### src/rtl/rega_escalonador_if.sv
// Request, sensor and actuator bundle of the irrigation tank scheduler.
interface rega_escalonador_if;
  logic Req_asp;
  logic Req_got;
  logic Adub;
  logic Nv1;
  logic Nv0;
  logic Ve;
  logic Mist;
  logic Limp;
  logic Asp;
  logic Got;
  logic Done;
  logic Err;

  modport master (
    output Req_asp, Req_got, Adub, Nv1, Nv0,
    input  Ve, Mist, Limp, Asp, Got, Done, Err
  );

  modport slave (
    input  Req_asp, Req_got, Adub, Nv1, Nv0,
    output Ve, Mist, Limp, Asp, Got, Done, Err
  );
endinterface

### src/rtl/rega_escalonador.sv
// Shared irrigation tank scheduler: round-robin sprinkler/drip arbitration
// plus fill, mix and clean sequencing around each granted cycle.
module rega_escalonador #(
  parameter int CW     = 8,
  parameter int T_ASP  = 8,
  parameter int T_GOT  = 16,
  parameter int T_MIST = 4,
  parameter int T_LIMP = 4
) (
  input  logic clk,
  input  logic reset,
  rega_escalonador_if.slave bus
);

  typedef enum logic [2:0] {
    S_IDLE,
    S_FILL,
    S_MIX,
    S_IRRIG,
    S_CLEAN,
    S_ERRO
  } state_t;

  localparam logic G_ASP = 1'b0;
  localparam logic G_GOT = 1'b1;

  localparam logic [CW-1:0] L_ASP  = CW'(T_ASP);
  localparam logic [CW-1:0] L_GOT  = CW'(T_GOT);
  localparam logic [CW-1:0] L_MIST = CW'(T_MIST);
  localparam logic [CW-1:0] L_LIMP = CW'(T_LIMP);
  localparam logic [CW-1:0] L_ONE  = CW'(1);

  state_t        r_state;
  logic [CW-1:0] r_cnt;
  logic          r_grant;
  logic          r_last;
  logic          r_adub;
  logic          r_mixed;
  logic          r_started;
  logic          r_done;

  logic          w_fault;
  logic          w_full;
  logic          w_any;
  logic          w_pick;
  logic [CW-1:0] w_pick_dur;
  logic [CW-1:0] w_dur;
  logic          w_irrig;

  assign w_fault = bus.Nv1 & ~bus.Nv0;
  assign w_full  = bus.Nv1 & bus.Nv0;
  assign w_any   = bus.Req_asp | bus.Req_got;

  // On a tie the requester not served last wins.
  assign w_pick = (bus.Req_asp & bus.Req_got) ? ~r_last :
                  (bus.Req_asp ? G_ASP : G_GOT);

  assign w_pick_dur = (w_pick  == G_GOT) ? L_GOT : L_ASP;
  assign w_dur      = (r_grant == G_GOT) ? L_GOT : L_ASP;

  always_ff @(posedge clk) begin
    if (reset) begin
      r_state   <= S_IDLE;
      r_cnt     <= '0;
      r_grant   <= G_ASP;
      r_last    <= G_GOT;
      r_adub    <= 1'b0;
      r_mixed   <= 1'b0;
      r_started <= 1'b0;
      r_done    <= 1'b0;
    end else begin
      r_done <= 1'b0;
      if (w_fault && r_state != S_ERRO) begin
        r_state <= S_ERRO;
      end else begin
        unique case (r_state)
          S_IDLE: begin
            if (w_any) begin
              r_grant   <= w_pick;
              r_adub    <= bus.Adub;
              r_mixed   <= 1'b0;
              r_started <= 1'b0;
              if (!bus.Nv0) begin
                r_state <= S_FILL;
              end else if (bus.Adub) begin
                r_state <= S_MIX;
                r_cnt   <= L_MIST;
              end else begin
                r_state   <= S_IRRIG;
                r_cnt     <= w_pick_dur;
                r_started <= 1'b1;
              end
            end
          end
          S_FILL: begin
            if (w_full) begin
              if (r_adub && !r_mixed) begin
                r_state <= S_MIX;
                r_cnt   <= L_MIST;
              end else begin
                r_state <= S_IRRIG;
                // A paused cycle resumes with its remaining count.
                if (!r_started) begin
                  r_cnt     <= w_dur;
                  r_started <= 1'b1;
                end
              end
            end
          end
          S_MIX: begin
            if (r_cnt == L_ONE) begin
              r_mixed <= 1'b1;
              r_state <= S_IRRIG;
              if (!r_started) begin
                r_cnt     <= w_dur;
                r_started <= 1'b1;
              end
            end else begin
              r_cnt <= r_cnt - L_ONE;
            end
          end
          S_IRRIG: begin
            if (!bus.Nv0) begin
              r_state <= S_FILL;
            end else if (r_cnt == L_ONE) begin
              r_last <= r_grant;
              r_done <= 1'b1;
              if (r_adub) begin
                r_state <= S_CLEAN;
                r_cnt   <= L_LIMP;
              end else begin
                r_state <= S_IDLE;
                r_cnt   <= '0;
              end
            end else begin
              r_cnt <= r_cnt - L_ONE;
            end
          end
          S_CLEAN: begin
            r_cnt <= r_cnt - L_ONE;
            if (r_cnt == L_ONE) begin
              r_state <= S_IDLE;
            end
          end
          S_ERRO: begin
            r_state <= S_ERRO;
          end
          default: begin
            r_state <= S_IDLE;
          end
        endcase
      end
    end
  end

  // Outputs are forced low for the whole time reset is held.
  assign w_irrig  = ~reset & (r_state == S_IRRIG) & bus.Nv0;
  assign bus.Ve   = ~reset & (r_state == S_FILL);
  assign bus.Mist = ~reset & (r_state == S_MIX);
  assign bus.Limp = ~reset & (r_state == S_CLEAN);
  assign bus.Err  = ~reset & (r_state == S_ERRO);
  assign bus.Asp  = w_irrig & (r_grant == G_ASP);
  assign bus.Got  = w_irrig & (r_grant == G_GOT);
  assign bus.Done = ~reset & r_done;

endmodule
### src/flat_wrapper.sv
// flat-port wrapper written by rule: the top's interface ports become plain ports
module rega_escalonador_flat 
#(
  parameter int CW     = 8,
  parameter int T_ASP  = 8,
  parameter int T_GOT  = 16,
  parameter int T_MIST = 4,
  parameter int T_LIMP = 4
)
  (clk, reset, bus_Req_asp, bus_Req_got, bus_Adub, bus_Nv1, bus_Nv0, bus_Ve, bus_Mist, bus_Limp, bus_Asp, bus_Got, bus_Done, bus_Err);
  rega_escalonador_if bus_i ();
  input  logic clk;
  input  logic reset;
  input wire logic [$bits(bus_i.Req_asp)-1:0] bus_Req_asp;
  input wire logic [$bits(bus_i.Req_got)-1:0] bus_Req_got;
  input wire logic [$bits(bus_i.Adub)-1:0] bus_Adub;
  input wire logic [$bits(bus_i.Nv1)-1:0] bus_Nv1;
  input wire logic [$bits(bus_i.Nv0)-1:0] bus_Nv0;
  output wire logic [$bits(bus_i.Ve)-1:0] bus_Ve;
  output wire logic [$bits(bus_i.Mist)-1:0] bus_Mist;
  output wire logic [$bits(bus_i.Limp)-1:0] bus_Limp;
  output wire logic [$bits(bus_i.Asp)-1:0] bus_Asp;
  output wire logic [$bits(bus_i.Got)-1:0] bus_Got;
  output wire logic [$bits(bus_i.Done)-1:0] bus_Done;
  output wire logic [$bits(bus_i.Err)-1:0] bus_Err;
  assign bus_i.Req_asp = bus_Req_asp;
  assign bus_i.Req_got = bus_Req_got;
  assign bus_i.Adub = bus_Adub;
  assign bus_i.Nv1 = bus_Nv1;
  assign bus_i.Nv0 = bus_Nv0;
  assign bus_Ve = bus_i.Ve;
  assign bus_Mist = bus_i.Mist;
  assign bus_Limp = bus_i.Limp;
  assign bus_Asp = bus_i.Asp;
  assign bus_Got = bus_i.Got;
  assign bus_Done = bus_i.Done;
  assign bus_Err = bus_i.Err;
  rega_escalonador #(.CW(CW), .T_ASP(T_ASP), .T_GOT(T_GOT), .T_MIST(T_MIST), .T_LIMP(T_LIMP)) u_core (.clk(clk), .reset(reset), .bus(bus_i));
endmodule
### config.mk
export PLATFORM = sky130hd
export DESIGN_NAME = rega_escalonador_flat
export DESIGN_NICKNAME = d
export VERILOG_FILES = /design/src/rtl/rega_escalonador_if.sv /design/src/rtl/rega_escalonador.sv /design/src/flat_wrapper.sv
export SDC_FILE = /design/constraint.sdc
export NUM_CORES = 1
export LEC_CHECK = 0
export CAP_MARGIN = 5
export CORE_ASPECT_RATIO = 1.1
export CORE_MARGIN = 5
export CORE_UTILIZATION = 40
export DETAILED_ROUTE_END_ITERATION = 12
export PLACE_DENSITY_LB_ADDON = 0.05
export SETUP_SLACK_MARGIN = 0.02
export SYNTH_ARGS = -nofsm -noshare
export SYNTH_HDL_FRONTEND = slang
export SYNTH_SLANG_ARGS = --single-unit
### constraint.sdc
create_clock -name clk -period 3.25 [get_ports clk]
set_clock_uncertainty 0.1 [all_clocks]
set_input_delay 0.65 -clock clk [delete_from_list [all_inputs] [get_ports clk]]
set_output_delay 0.65 -clock clk [all_outputs]
set_load 0.02 [all_outputs]
==> summary.md <==
| Metric | Value |
|---|---|
| Total number of vias | `1331` |
| Post-synthesis cell type count | `50` |
| Crit Path Category | `in -> out` |
| Crit path launch | `bus_Nv0` |
| Final nets | `195` |
| Post-layout util | `0.482` |
| Layout cell share with drive strength beyond 1 | `0.0973` |
| Pint | `649 uW` |
| Area leader, netlist | `dfxtp_1` |
| Post-synthesis xor/xnor area fraction | `0.0273` |
| Max Clock Freq | `339 MHz` |
| Final TNS setup | `0 ns` |
| Most frequent cells in the layout | `dfxtp_1 (17), nor2_1 (16), a21oi_1 (15), clkdlybuf4s50_1 (13), nand2_1 (12)` |
| Fill count | `316` |
| Final ANT Viol Nets | `0` |
| Cell Pwr Density | `845 mW/mm2` |
| I/O Buffers | `13` |
| CTS Sinks | `17` |
| Post-synthesis simple-gate area fraction | `0.287` |
| GR Util met3 | `0.0276` |
| Synth top area cells | `dfxtp_1 (27%), a21oi_1 (5.9%), nor2_1 (4.7%)` |
| Net Sw Frac | `0.481` |
| Post-CTS Resized | `0` |
| Skew-Pair Late Insertion Delay | `0.30 ns` |
| Endpoints failing setup | `0` |
| 1st-pass router iterations | `4` |
| Die ar. | `0.00444 mm2` |
| Rel. slew slack | `0.569` |
| Min cycle time layout | `2.95 ns` |
| Synth-to-Final Area Change | `15.5%` |
| Status | `finished, final reports clean` |
| Gr ovfl total | `0` |
| GPL Wtd Cong | `0.888` |
| Largest family of logic cells by synthesized area | `compound AO/OA/AOI/OAI gates` |
| Hold depth | `2` |
| Busiest layer in global routing | `met2` |
| Net switching power | `602 uW` |
| CP most frequent cell | `clkdlybuf4s50_1` |
| Adder-Cell Fraction of Synth Area | `0.0195` |
| Most used DFF post-synth | `dfxtp_1` |
| Comb pwr share | `0.624` |
| Initial antenna violation count | `0` |
| CTS clock-pin slew for the worst setup and hold paths | `0.11 ns` |
| Worst slew pin tran | `0.647 ns` |
| Critical path arrival | `2.20 ns` |
| Mux contribution to synthesized area | `0.0244` |
| Pin count of the biggest net entering global routing | `14` |
| Number of synthesis warnings | `0` |
| Path category of the worst min-delay check | `reg -> reg` |
| # DRC | `0` |
| Reg2reg path depth | `6` |
| Post-DP HPWL | `2660 um` |
| RSZ-0062 raised after global routing | `false` |
| Peak supply drop | `463 uV` |
| H-tree level count | `1` |
| Post-synthesis sequential area ratio | `0.265` |
| Initial drt markers | `94` |
| Leakage power | `0.549 nW` |
| EDFF count, synth | `0` |
| Core ar. | `0.00307 mm2` |
| Crit-path cells | `clkdlybuf4s50_1 > nand3_1 > nor3_1 > clkdlybuf4s50_1` |
| CTS root buffer | `clkbuf_4` |
| Worst-path cell with the longest stage delay | `clkdlybuf4s50_1` |
| Required @ worst endpoint | `2.50 ns` |
| CTS Buf Count | `3` |
| Cts hold-fix bufs | `0` |
| Commonest non-fill, non-tap cell in the layout | `dfxtp_1` |
| Cells after synthesis | `171` |
| Vias per cell | `6.08` |
| MaxCap Viol Count | `0` |
| Die X | `64.0 um` |
| Reg2reg end | `u_core.r_started` |
| Setup Buffers After CTS | `0` |
| Post-synth top area share | `0.265` |
| R2r setup slk | `0.77 ns` |
| Site Rows | `21` |
| Syn Area/Cell | `7.50 um2` |
| Min-Delay Startpoint | `u_core.r_mixed` |
| IO Pins | `14` |
| Final Hold Fails | `0` |
| CP max stage delay | `0.64 ns` |
| GRT Total Usage | `0.162` |
| Syn nets | `180` |
| Detailed Route WL | `3480 um` |
| Initial core utilization | `0.417` |
| CP max FO | `6` |
| Complex-gate fraction of the synthesized area | `0.314` |
| GR Layer Usage met2 | `0.278` |
| CP Capture Type | `output port` |
| Die H | `69.4 um` |
| CTS tree | `yes` |
| Number of global-route vias before repair | `1209` |
| Worst Setup Start Kind | `input port` |
| Worst Hold End | `u_core.r_mixed` |
| Antenna diodes | `0` |
| Synth Cell Area | `0.00128 mm2` |
| Drt wl/cell | `15.9 um` |
| Register bit total from synthesis | `17` |
| Reg power frac | `0.279` |
| Clock power share | `0.096` |
| Fin crit share | `0.908` |
| First-pass GRT wire length | `5930 um` |
| GR Util met1 | `0.204` |
| Reg2reg start | `u_core.r_cnt[1]` |
| Asr flop ratio synth | `0` |
| Final Max Slew Viols | `0` |
| Clock Path Buffers | `2` |
## flip-flops by register name (all words and copies together) (netlist names)
name / count
u_core.r_last: 1
u_core.r_adub: 1
u_core.r_state: 3
u_core.r_started: 1
u_core.r_mixed: 1
u_core.r_cnt: 8
u_core.r_grant: 1
u_core.r_done: 1
## cells by family (layout without fill, tap and decap cells)
kind of cell               Yosys count  in the layout
and+or+nand+nor                     71             71
DFF                                 17             17
xor gates and xnor gates             4              4
muxes                                3              3
buffers and inverters               18             32
AOI/OAI and AO/OA                   56             56
adders and majority gates            2              2
## cell usage after synthesis, types with 3 or more instances
cell,n
clkbuf_1,6
o21ai_0,11
xnor2_1,3
nor2b_1,5
nor3_1,8
nand2b_1,7
nand3_1,10
nand2_1,12
o22ai_1,4
inv_1,9
nor2_1,16
dfxtp_1,17
a21oi_1,15
## worst max-delay path: cells and delay by family
family / cells / cell delay [ns]
buffers and inverters: 2 / 1.11
AND/OR/NAND/NOR: 2 / 0.43
## layout make-up
class	instances	area (um2)	share of cell area
inverter	9	33.8	0.0228
tap	34	42.5	0.0287
sequential	17	340	0.230
clock inverter	1	5.00	0.00338
timing repair buffer	19	175	0.118
clock buffer	3	22.5	0.0152
multi-input combinational	136	862	0.582
## metal layers
| layer | wire length [um] | vias to the layer above |
|---|---|---|
| li1 | - | 654 |
| met1 | 1470 | 633 |
| met2 | 1810 | 40 |
| met3 | 169 | 4 |
| met4 | 31 | 0 |
| met5 | 0 | - |
## how the worst max path moves through the flow
stage / endpoint / slack (ns) / cells past startpoint
2_1_floorplan: u_core.r_cnt[7] / 0.97 / 7
6_report: bus_Asp / 0.30 / 4
3_3_place_gp: bus_Got / 0.31 / 3
3_5_place_dp: bus_Asp / 0.28 / 4
4_1_cts: bus_Asp / 0.28 / 4
5_1_grt: bus_Asp / 0.21 / 3
## metrics by stage
step	setup WS [ns]	power, mW	std cells	hold WS (ns)	area, um2
2_1_floorplan	0.967	0.948	171	0.344	1280
3_3_place_gp	0.313	1.12	215	0.364	1450
3_5_place_dp	0.280	1.13	215	0.387	1450
4_1_cts	0.277	1.25	219	0.405	1480
5_1_grt	0.209	1.37	219	0.457	1480
6_report	0.299	1.25	219	0.404	1480
## power by group through the flow
stage | clock network, mW | registers (mW) | logic, mW
floorplan | 0 | 0.322 | 0.626
global placement | 0 | 0.351 | 0.766
detailed placement | 0 | 0.352 | 0.775
CTS | 0.127 | 0.347 | 0.780
global route | 0.138 | 0.360 | 0.873
finish | 0.121 | 0.350 | 0.781
Power figures use the tool's default switching activity.
